[src/rtl/tl45_isa_pkg.sv]
// TL45 ISA definitions shared by the decode stage: opcode table, field
// positions, the decoded-instruction record and the field-split function.
package tl45_isa_pkg;

  localparam int XLEN  = 32;
  localparam int REG_W = 4;

  // Instruction field positions
  localparam int OPC_HI  = 31;
  localparam int OPC_LO  = 27;
  localparam int RI_BIT  = 26;
  localparam int DR_HI   = 25;
  localparam int DR_LO   = 22;
  localparam int SR1_HI  = 21;
  localparam int SR1_LO  = 18;
  localparam int SR2_HI  = 17;
  localparam int SR2_LO  = 14;
  localparam int IMM_HI  = 15;
  localparam int IMM_LO  = 0;
  localparam int IMM_W   = IMM_HI - IMM_LO + 1;

  // Defined opcodes; any other 5-bit value is undefined
  typedef enum logic [4:0] {
    OP_NOP  = 5'h00,
    OP_ADD  = 5'h01,
    OP_SUB  = 5'h02,
    OP_MUL  = 5'h03,
    OP_DIV  = 5'h04,
    OP_AND  = 5'h05,
    OP_OR   = 5'h06,
    OP_XOR  = 5'h07,
    OP_SHL  = 5'h08,
    OP_SHR  = 5'h09,
    OP_SAR  = 5'h0A,
    OP_JMP  = 5'h0C,
    OP_CALL = 5'h0D,
    OP_RET  = 5'h0E,
    OP_LW   = 5'h14,
    OP_SW   = 5'h15,
    OP_IN   = 5'h18,
    OP_OUT  = 5'h19
  } opcode_t;

  // Occupancy of the output + skid pair
  typedef enum logic [1:0] {
    ST_EMPTY = 2'd0,
    ST_ONE   = 2'd1,
    ST_TWO   = 2'd2
  } state_t;

  typedef struct packed {
    logic [XLEN-1:0]  pc;
    logic [4:0]       opcode;
    logic             ri;
    logic [REG_W-1:0] dr;
    logic [REG_W-1:0] sr1;
    logic [REG_W-1:0] sr2;
    logic [XLEN-1:0]  imm32;
    logic             illegal;
  } decoded_t;

  // LOGIC group: bitwise ops take a zero-extended immediate
  function automatic logic is_logic_op(input logic [4:0] op);
    return (op == OP_AND) || (op == OP_OR) || (op == OP_XOR);
  endfunction

  function automatic logic is_defined_op(input logic [4:0] op);
    case (op)
      OP_NOP, OP_ADD, OP_SUB, OP_MUL, OP_DIV, OP_AND, OP_OR, OP_XOR,
      OP_SHL, OP_SHR, OP_SAR, OP_JMP, OP_CALL, OP_RET, OP_LW, OP_SW,
      OP_IN, OP_OUT: return 1'b1;
      default:       return 1'b0;
    endcase
  endfunction

  function automatic decoded_t decode(input logic [XLEN-1:0] pc,
                                      input logic [31:0]     inst);
    decoded_t d;
    d.pc      = pc;
    d.opcode  = inst[OPC_HI:OPC_LO];
    d.ri      = inst[RI_BIT];
    d.dr      = inst[DR_HI:DR_LO];
    d.sr1     = inst[SR1_HI:SR1_LO];
    // sr2 overlaps the immediate; it is split out regardless of ri
    d.sr2     = inst[SR2_HI:SR2_LO];
    if (is_logic_op(inst[OPC_HI:OPC_LO]))
      d.imm32 = {{(XLEN-IMM_W){1'b0}}, inst[IMM_HI:IMM_LO]};
    else
      d.imm32 = {{(XLEN-IMM_W){inst[IMM_HI]}}, inst[IMM_HI:IMM_LO]};
    d.illegal = !is_defined_op(inst[OPC_HI:OPC_LO]);
    return d;
  endfunction

endpackage

[src/rtl/tl45_decode.sv]
// TL45 decode stage. Splits the prefetch {pc, inst} word into fields held in
// an output register, with a one-entry skid so the upstream stall is a flop.
// Optional feature macro: TL45_DECODE_ILLEGAL_TRAP_EN adds the o_illegal flag.
module tl45_decode
  import tl45_isa_pkg::*;
(
  input  logic             i_clk,
  input  logic             i_reset,
  input  logic             i_pipe_stall,
  input  logic             i_pipe_flush,
  output logic             o_pipe_stall,
  input  logic [XLEN-1:0]  i_buf_pc,
  input  logic [31:0]      i_buf_inst,
  output logic             o_valid,
  output logic [XLEN-1:0]  o_pc,
  output logic [4:0]       o_opcode,
  output logic             o_ri,
  output logic [REG_W-1:0] o_dr,
  output logic [REG_W-1:0] o_sr1,
  output logic [REG_W-1:0] o_sr2,
  output logic [XLEN-1:0]  o_imm32
`ifdef TL45_DECODE_ILLEGAL_TRAP_EN
  ,
  output logic             o_illegal
`endif
);

  state_t   r_state;
  decoded_t r_out;
  decoded_t r_skid;
  logic     r_valid;
  logic     r_stall;

  decoded_t w_dec;
  logic     w_accept;
  logic     w_drain;

  // Zero word is a bubble; nothing is taken while the skid is full or flushing
  assign w_accept = (i_buf_inst != 32'd0) && !r_stall && !i_pipe_flush;
  assign w_drain  = r_valid && !i_pipe_stall;
  assign w_dec    = decode(i_buf_pc, i_buf_inst);

  // Occupancy FSM with registered valid/stall and the two decoded registers
  always_ff @(posedge i_clk or posedge i_reset) begin
    if (i_reset) begin
      r_state <= ST_EMPTY;
      r_out   <= '0;
      r_skid  <= '0;
      r_valid <= 1'b0;
      r_stall <= 1'b0;
    end else if (i_pipe_flush) begin
      r_state <= ST_EMPTY;
      r_out   <= '0;
      r_skid  <= '0;
      r_valid <= 1'b0;
      r_stall <= 1'b0;
    end else begin
      case (r_state)
        ST_EMPTY: begin
          if (w_accept) begin
            r_out   <= w_dec;
            r_valid <= 1'b1;
            r_state <= ST_ONE;
          end
        end
        ST_ONE: begin
          if (w_accept && w_drain) begin
            r_out <= w_dec;
          end else if (w_accept) begin
            // Downstream is holding: park the word the prefetch already released
            r_skid  <= w_dec;
            r_stall <= 1'b1;
            r_state <= ST_TWO;
          end else if (w_drain) begin
            r_valid <= 1'b0;
            r_state <= ST_EMPTY;
          end
        end
        ST_TWO: begin
          if (w_drain) begin
            r_out   <= r_skid;
            r_skid  <= '0;
            r_stall <= 1'b0;
            r_state <= ST_ONE;
          end
        end
        default: begin
          r_state <= ST_EMPTY;
          r_valid <= 1'b0;
          r_stall <= 1'b0;
        end
      endcase
    end
  end

  assign o_pipe_stall = r_stall;
  assign o_valid      = r_valid;
  assign o_pc         = r_out.pc;
  assign o_opcode     = r_out.opcode;
  assign o_ri         = r_out.ri;
  assign o_dr         = r_out.dr;
  assign o_sr1        = r_out.sr1;
  assign o_sr2        = r_out.sr2;
  assign o_imm32      = r_out.imm32;

`ifdef TL45_DECODE_ILLEGAL_TRAP_EN
  assign o_illegal = r_valid && r_out.illegal;
`else
  // Flag bit is carried in the record but has no consumer in this build
  logic w_unused_illegal;
  assign w_unused_illegal = r_out.illegal;
`endif

endmodule
[config.mk]
export PLATFORM = sky130hd
export DESIGN_NAME = tl45_decode
export DESIGN_NICKNAME = d
export VERILOG_FILES = /design/src/rtl/tl45_isa_pkg.sv /design/src/rtl/tl45_decode.sv
export SDC_FILE = /design/constraint.sdc
export NUM_CORES = 1
export LEC_CHECK = 0
export BUFFER_PORTS_ARGS = -buffer_cell sky130_fd_sc_hd__buf_2
export CAP_MARGIN = 0
export CORE_ASPECT_RATIO = 2
export CORE_MARGIN = 2
export CORE_UTILIZATION = 54
export DETAILED_ROUTE_END_ITERATION = 12
export PLACE_DENSITY = 0.92
export REMOVE_ABC_BUFFERS = 1
export SETUP_SLACK_MARGIN = 0.4
export SYNTH_ARGS = -nofsm -noshare
export SYNTH_HDL_FRONTEND = slang
export SYNTH_SLANG_ARGS = --single-unit
[constraint.sdc]
create_clock -name i_clk -period 5.91 [get_ports i_clk]
set_input_delay 0.8865 -clock i_clk [delete_from_list [all_inputs] [get_ports i_clk]]
set_output_delay 0.8865 -clock i_clk [all_outputs]
set_load 0.02 [all_outputs]
# Word level (Yosys, flattened, before mapping)
# Memory sizes are Yosys's and may differ from the RTL's.
# Cells that the tools add are included.
[totals]
memories = 1
reg_bits = 169
out_inout_bits = 84
wordCells = 79
in_bits = 68
romBits = 32
[memory_table]
columns = ["name", "depth", "word_bits", "rd", "rd_ports_with_merged_regs", "write_ports", "line_no", "source"]
rows = [
  ["(no name shown)", 32, 1, 1, 0, 0, "tl45_isa_pkg.sv:68", "case (op)"],
]
[classes]
n_eq_ne = 15
n_reduce_logical = 19
mux = 26
[ops]
columns = ["operator", "n"]
rows = [
  ["$mux W83", 7],
  ["$pmux W83 S3", 1],
  ["$pmux W83 S2", 1],
  ["$mux W32", 1],
  ["$reduce_bool A32 Y1", 1],
  ["$ne A3 B3 Y1 const B", 7],
  ["$reduce_and A4 Y1", 4],
  ["$eq A5 B3 Y1 const B", 3],
  ["$mux W2", 6],
  ["$mux W1", 7],
  ["$pmux W1 S3", 2],
  ["$pmux W2 S3", 1],
  ["$reduce_and A5 Y1", 1],
  ["$logic_and A1 B1 Y1", 4],
  ["$logic_not A1 Y1", 4],
  ["$ne A2 B2 Y1 const B", 2],
  ["$ne A4 B4 Y1 const B", 1],
  ["$reduce_bool A4 Y1", 1],
  ["$reduce_bool A3 Y1", 1],
  ["$eq A2 B1 Y1 const B", 1],
  ["$eq A2 B2 Y1 const B", 1],
  ["$logic_not A2 Y1", 1],
  ["$logic_or A1 B1 Y1", 2],
]

# Logic depth before layout (Yosys ltp)
[depth]
depth_word = 8
ltp_mapped = 8
mapped_depth_nobuf = 5

# Worst setup path after synthesis
# No wires, ideal clock.
[synth_path]
kind = "input port to flip-flop"
start = "input port i_pipe_flush"
end = "register r_skid[10] in the netlist's numbering"
setup_time_ns = 0.125
stages = 8
arrival_time_ns = 2.404
required_time_ns = 5.785
path_slack_ns = 3.381
path_buffers = 3
cell_sequence = "buf_2 > nor2_4 > or4b_1 > o21ba_1 > a221oi_2 > buf_6 > buf_6 > mux2_4"
[synth_via]
elab_chain_len = 5
elab_cells_between_ends = 9
classes_between = "eq/ne: 3; mux: 1; reduce/logical: 5"
[synth_rtl]
columns = ["element", "line_no", "source"]
rows = [
  ["start, declared", "tl45_decode.sv:10", "input logic i_pipe_flush,"],
  ["$logic_not A1 Y1", "tl45_decode.sv:39", "assign w_accept = (i_buf_inst != 32'd0) && !r_stall && !i_pipe_flush;"],
  ["$logic_and A1 B1 Y1", "tl45_decode.sv:39", ""],
  ["$logic_and A1 B1 Y1", "tl45_decode.sv:67", "if (w_accept && w_drain) begin"],
  ["$ne A3 B3 Y1 (no source line)", "--", ""],
  ["$reduce_and A4 Y1 (no source line)", "--", ""],
  ["end signal, assigned", "tl45_decode.sv:71", "r_skid <= w_dec;"],
  ["end, declared", "tl45_decode.sv:30", "decoded_t r_skid;"],
]
# Several ways; a longest one is shown, not always the timed one.
# A chain may end at the register's enable or synchronous reset.

# Worst setup path in the final report
[layout_path]
start = "input port i_buf_inst[8]"
end = "register r_out (netlist bit o_pc[27])"
[layout_via]
elab_chain_len = 6
elab_cells_between_ends = 7
classes_between = "eq/ne: 2; reduce/logical: 5"
[layout_rtl]
columns = ["element", "line_no", "source"]
rows = [
  ["start, declared", "tl45_decode.sv:13", "input logic [31:0] i_buf_inst,"],
  ["$reduce_bool A32 Y1 (*)", "tl45_decode.sv:39", ""],
  ["$logic_and A1 B1 Y1 (*) (2 in a row)", "tl45_decode.sv:39", ""],
  ["$logic_and A1 B1 Y1", "tl45_decode.sv:67", ""],
  ["$ne A3 B3 Y1 (no source line)", "--", ""],
  ["$reduce_and A4 Y1 (no source line) (*)", "--", ""],
  ["end signal, assigned", "tl45_decode.sv:61", "r_out <= w_dec;"],
  ["end signal, assigned", "tl45_decode.sv:68", "r_out <= w_dec;"],
  ["end signal, assigned", "tl45_decode.sv:81", "r_out <= r_skid;"],
  ["end, declared", "tl45_decode.sv:29", "decoded_t r_out;"],
]
# Mark *: on every way between the ends. The rest lies on a longest branch, timed or not.

==> results.md <==
- R2r setup slk: around 3200 ps
- Critical Path End Type: register
- Setup bufs post-CTS: 0
- Drt drc: 0
- Max Freq: 0.3074 GHz
- # hold bufs at CTS: 0
- Clk_lat worst skew: between 400 and 500 ps
- Crit-path max cell delay: roughly 560 ps
- Port Buffer Count: between 150 and 200
- Relative slew slack: between 40% and 50%
- Cts repair resizes: 0
- Max cap viols: 0
- DIE WIDTH: 81.62 um
- Unrepaired setup endpoints after global routing: no
- WP depth: 7
- Layout area overhead: 20.19%
- Crit path kind: input port to register
- Syn Area/Cell: roughly 13 um^2
- Post-route antenna net violation count: 0
- Clk root buf: clkbuf_16
- GRT Overall Usage: 24.02%
- Post-synthesis cell area: 0.006506 mm^2
- Worst Hold Class: register to register
- Startpoint types: input port
- Gr ovfl total: 0
- Pwr dens: around 530 mW/mm^2
- Max VDD drop: approximately 0.29 mV
- Hold Crit Depth: 1
- Core box area: about 0.012 mm^2
- CTS Sinks: roughly 130
- Register area share after synthesis: 51.54%
- Post-Route WL: roughly 15000 um
- Worst slack, placed: about 2100 ps
- CP required: just over 6000 ps
- Minimum clock period: approximately 3300 ps
- Critical path, cell by cell: buf_2, nor4_1, nand4_1, o21bai_1, a21oi_4, buf_4, mux2_1
- Cts bufs inserted: 17
- Largest net degree at the start of global routing: 73
- Final setup violation count: 0
- Initial Util: between 50% and 60%
- Vias: ~4300
- CP arrival: ~3500 ps
- Layout cells sized above 1: 43.22%
- Per-cell routed wire length: around 19 um
- Crit path buf inv count: 2
- Fillers: 863
- 1st-pass router iterations: 4
- Static Leakage: roughly 4.4 nW
- Die Area: about 0.013 mm^2
- First-pass GRT wire length: 23680 um
- Pins Over Slew Limit: 0
- Final Hold Viols: 0
- Unique masters post-synth: 33
- Worst-path fanout max: 45
- Post-Syn Instances: 485
- Rows: between 50 and 60
- Final Wtd Congestion: approximately 0.8
- R2R depth: 5
- Clock buffer depth: 2
- Worst r2r src: r_state[1]$_DFFE_PP0P_
- Die Height: roughly 160 um
- Hold EP: o_pc[14]$_DFFE_PP0P_
- Power Total: approximately 4.2 mW
- CTS tree: yes
- Layout net count: approximately 680
- Initial DRC Count: between 200 and 250
- Number of global-route vias before repair: about 4700
- Slowest-stage cell, CP: nor4_1
- Dpl hpwl: a little under 10000 um
- Final worst path period share: 55.04%
- Status: finished clean
- # IOs: 152
- Skew final: 8.708 ps
- PnR worst setup slack: between 2000 and 3000 ps
- Htree depth: 4
- Antenna violations before repair: 1
- Synth warn: 0
- Vias/cell: between 5 and 6
- CTS clk-pin slew, worst paths: approximately 60 ps
- Pin slew with the least headroom to its limit: about 840 ps
- Seq cells post-synth: between 100 and 150
- Family with the most delay on the worst path: compound AO/OA/AOI/OAI gates
- Hold Crit Start: o_pc[14]$_DFFE_PP0P_
- Critical R2R Capture: o_pc[8]$_DFFE_PP0P_
-- metrics by stage --
step | util [%] | hold WS, ps | cells | instance area [um^2] | setup TNS [ps]
floorplan | - | 459.0 | 438 | 6173 | -14090
global placement | 61.18 | 463.1 | 740 | 7202 | 0
detailed placement | 61.18 | 469.1 | 740 | 7202 | 0
CTS | 66.41 | 482.8 | 772 | 7818 | 0
global route | 66.43 | 498.7 | 773 | 7820 | 0
finish | 66.43 | 478.6 | 773 | 7820 | 0
-- synthesized netlist by cell type --
| master | number | area share (%) |
|---|---|---|
| and3b_1 | 1 | 0.13 |
| a221oi_2 | 1 | 0.23 |
| mux2_1 | 54 | 9.3 |
| inv_1 | 3 | 0.17 |
| mux2i_1 | 2 | 0.31 |
| nor4b_1 | 1 | 0.13 |
| nor2_4 | 1 | 0.17 |
| mux2_2 | 25 | 4.3 |
| nand2b_4 | 1 | 0.21 |
| a21oi_1 | 5 | 0.38 |
| o31ai_1 | 1 | 0.12 |
| buf_4 | 19 | 2.2 |
| or4b_1 | 1 | 0.15 |
| o21bai_1 | 3 | 0.35 |
| nor4_1 | 8 | 0.77 |
| and3_1 | 1 | 0.096 |
| mux2_4 | 49 | 11 |
| dfrtp_1 | 134 | 52 |
| o211ai_1 | 2 | 0.23 |
| o21ba_1 | 1 | 0.15 |
| and2_1 | 63 | 6.1 |
| buf_2 | 2 | 0.15 |
| clkbuf_1 | 14 | 0.81 |
| o21ai_0 | 2 | 0.15 |
| nand2_1 | 4 | 0.23 |
| nand4_1 | 2 | 0.19 |
| buf_1 | 1 | 0.058 |
| a32o_1 | 2 | 0.31 |
| nor2_1 | 5 | 0.29 |
| a21o_1 | 63 | 7.3 |
| buf_6 | 11 | 1.9 |
| inv_2 | 1 | 0.058 |
| nand2b_1 | 2 | 0.19 |
-- layer usage --
layer  GRT usage, %  wire, um  vias to the layer above  share of wire [%]
li1               -         -                     1948                  -
met1          27.09      5683                     2166                 39
met2          41.21      8003                      105                 54
met3          4.649       491                       37                3.3
met4          13.26       539                        0                3.7
met5              0         0                        -                  0
-- cells by family (layout without fill, tap and decap cells) --
group / Yosys count / in the layout / share of synthesized area, %
flops: 134 / 134 / 51.54
buf+inv: 51 / 193 / 5.346
mux: 130 / 130 / 25.29
other cells: 0 / 1 / 0
simple gates: 90 / 90 / 8.635
compound gates: 80 / 80 / 9.192
-- worst max-delay path by stage --
stage / start / endpoint / slack, ps
3_5_place_dp: i_buf_inst[8] / o_pc[16]$_DFFE_PP0P_ / 2100
2_1_floorplan: i_pipe_flush / r_skid[36]$_DFFE_PP0P_ / -280
6_report: i_buf_inst[8] / o_pc[27]$_DFFE_PP0P_ / 2660
4_1_cts: i_buf_inst[8] / o_pc[27]$_DFFE_PP0P_ / 2530
3_3_place_gp: i_buf_inst[8] / o_pc[18]$_DFFE_PP0P_ / 2210
5_1_grt: i_buf_inst[8] / o_pc[27]$_DFFE_PP0P_ / 2520
-- cell type report --
type                            instances  area, um^2  area share (%)
Timing Repair Buffer                  157       800.8           10.24
Sequential cell                       134        3353           42.88
Clock buffer                           18       439.2           5.616
Clock inverter                         14       176.4           2.256
Inverter                                4       20.02          0.2560
Multi-Input combinational cell        300        2846           36.40
Antenna cell                            1       2.502         0.03200
Tap cell                              145       181.4           2.320
-- flip-flops by register name (all words and copies together) (netlist names) --
signal / cells
o_sr1: 4
o_sr2: 4
r_state: 2
o_opcode: 5
o_pipe_stall: 1
o_pc: 32
o_imm32: 15
o_valid: 1
o_ri: 1
o_dr: 4
r_skid: 65
-- power by group --
part | total (mW) | switching (mW) | internal [mW]
clock network | 1.09 | 0.414 | 0.679
registers | 1.51 | 0.230 | 1.28
logic | 1.57 | 0.858 | 0.717
total | 4.17 | 1.50 | 2.67
-- layout by cell type (no fill, tap or decap), types with 3 or more instances in the layout --
cell,netlist,final
mux2_1,54,54
mux2_4,49,49
buf_4,19,6
nor2_1,5,4
clkbuf_16,0,17
clkinv_2,0,3
nor4_1,8,8
mux2_2,25,25
buf_2,2,151
o21bai_1,3,3
a21oi_1,5,3
dfrtp_1,134,134
a21o_1,63,63
clkinv_4,0,5
bufinv_16,0,3
nand2_1,4,4
and2_1,63,63
Note: power is estimated with default switching activity, not from simulation.
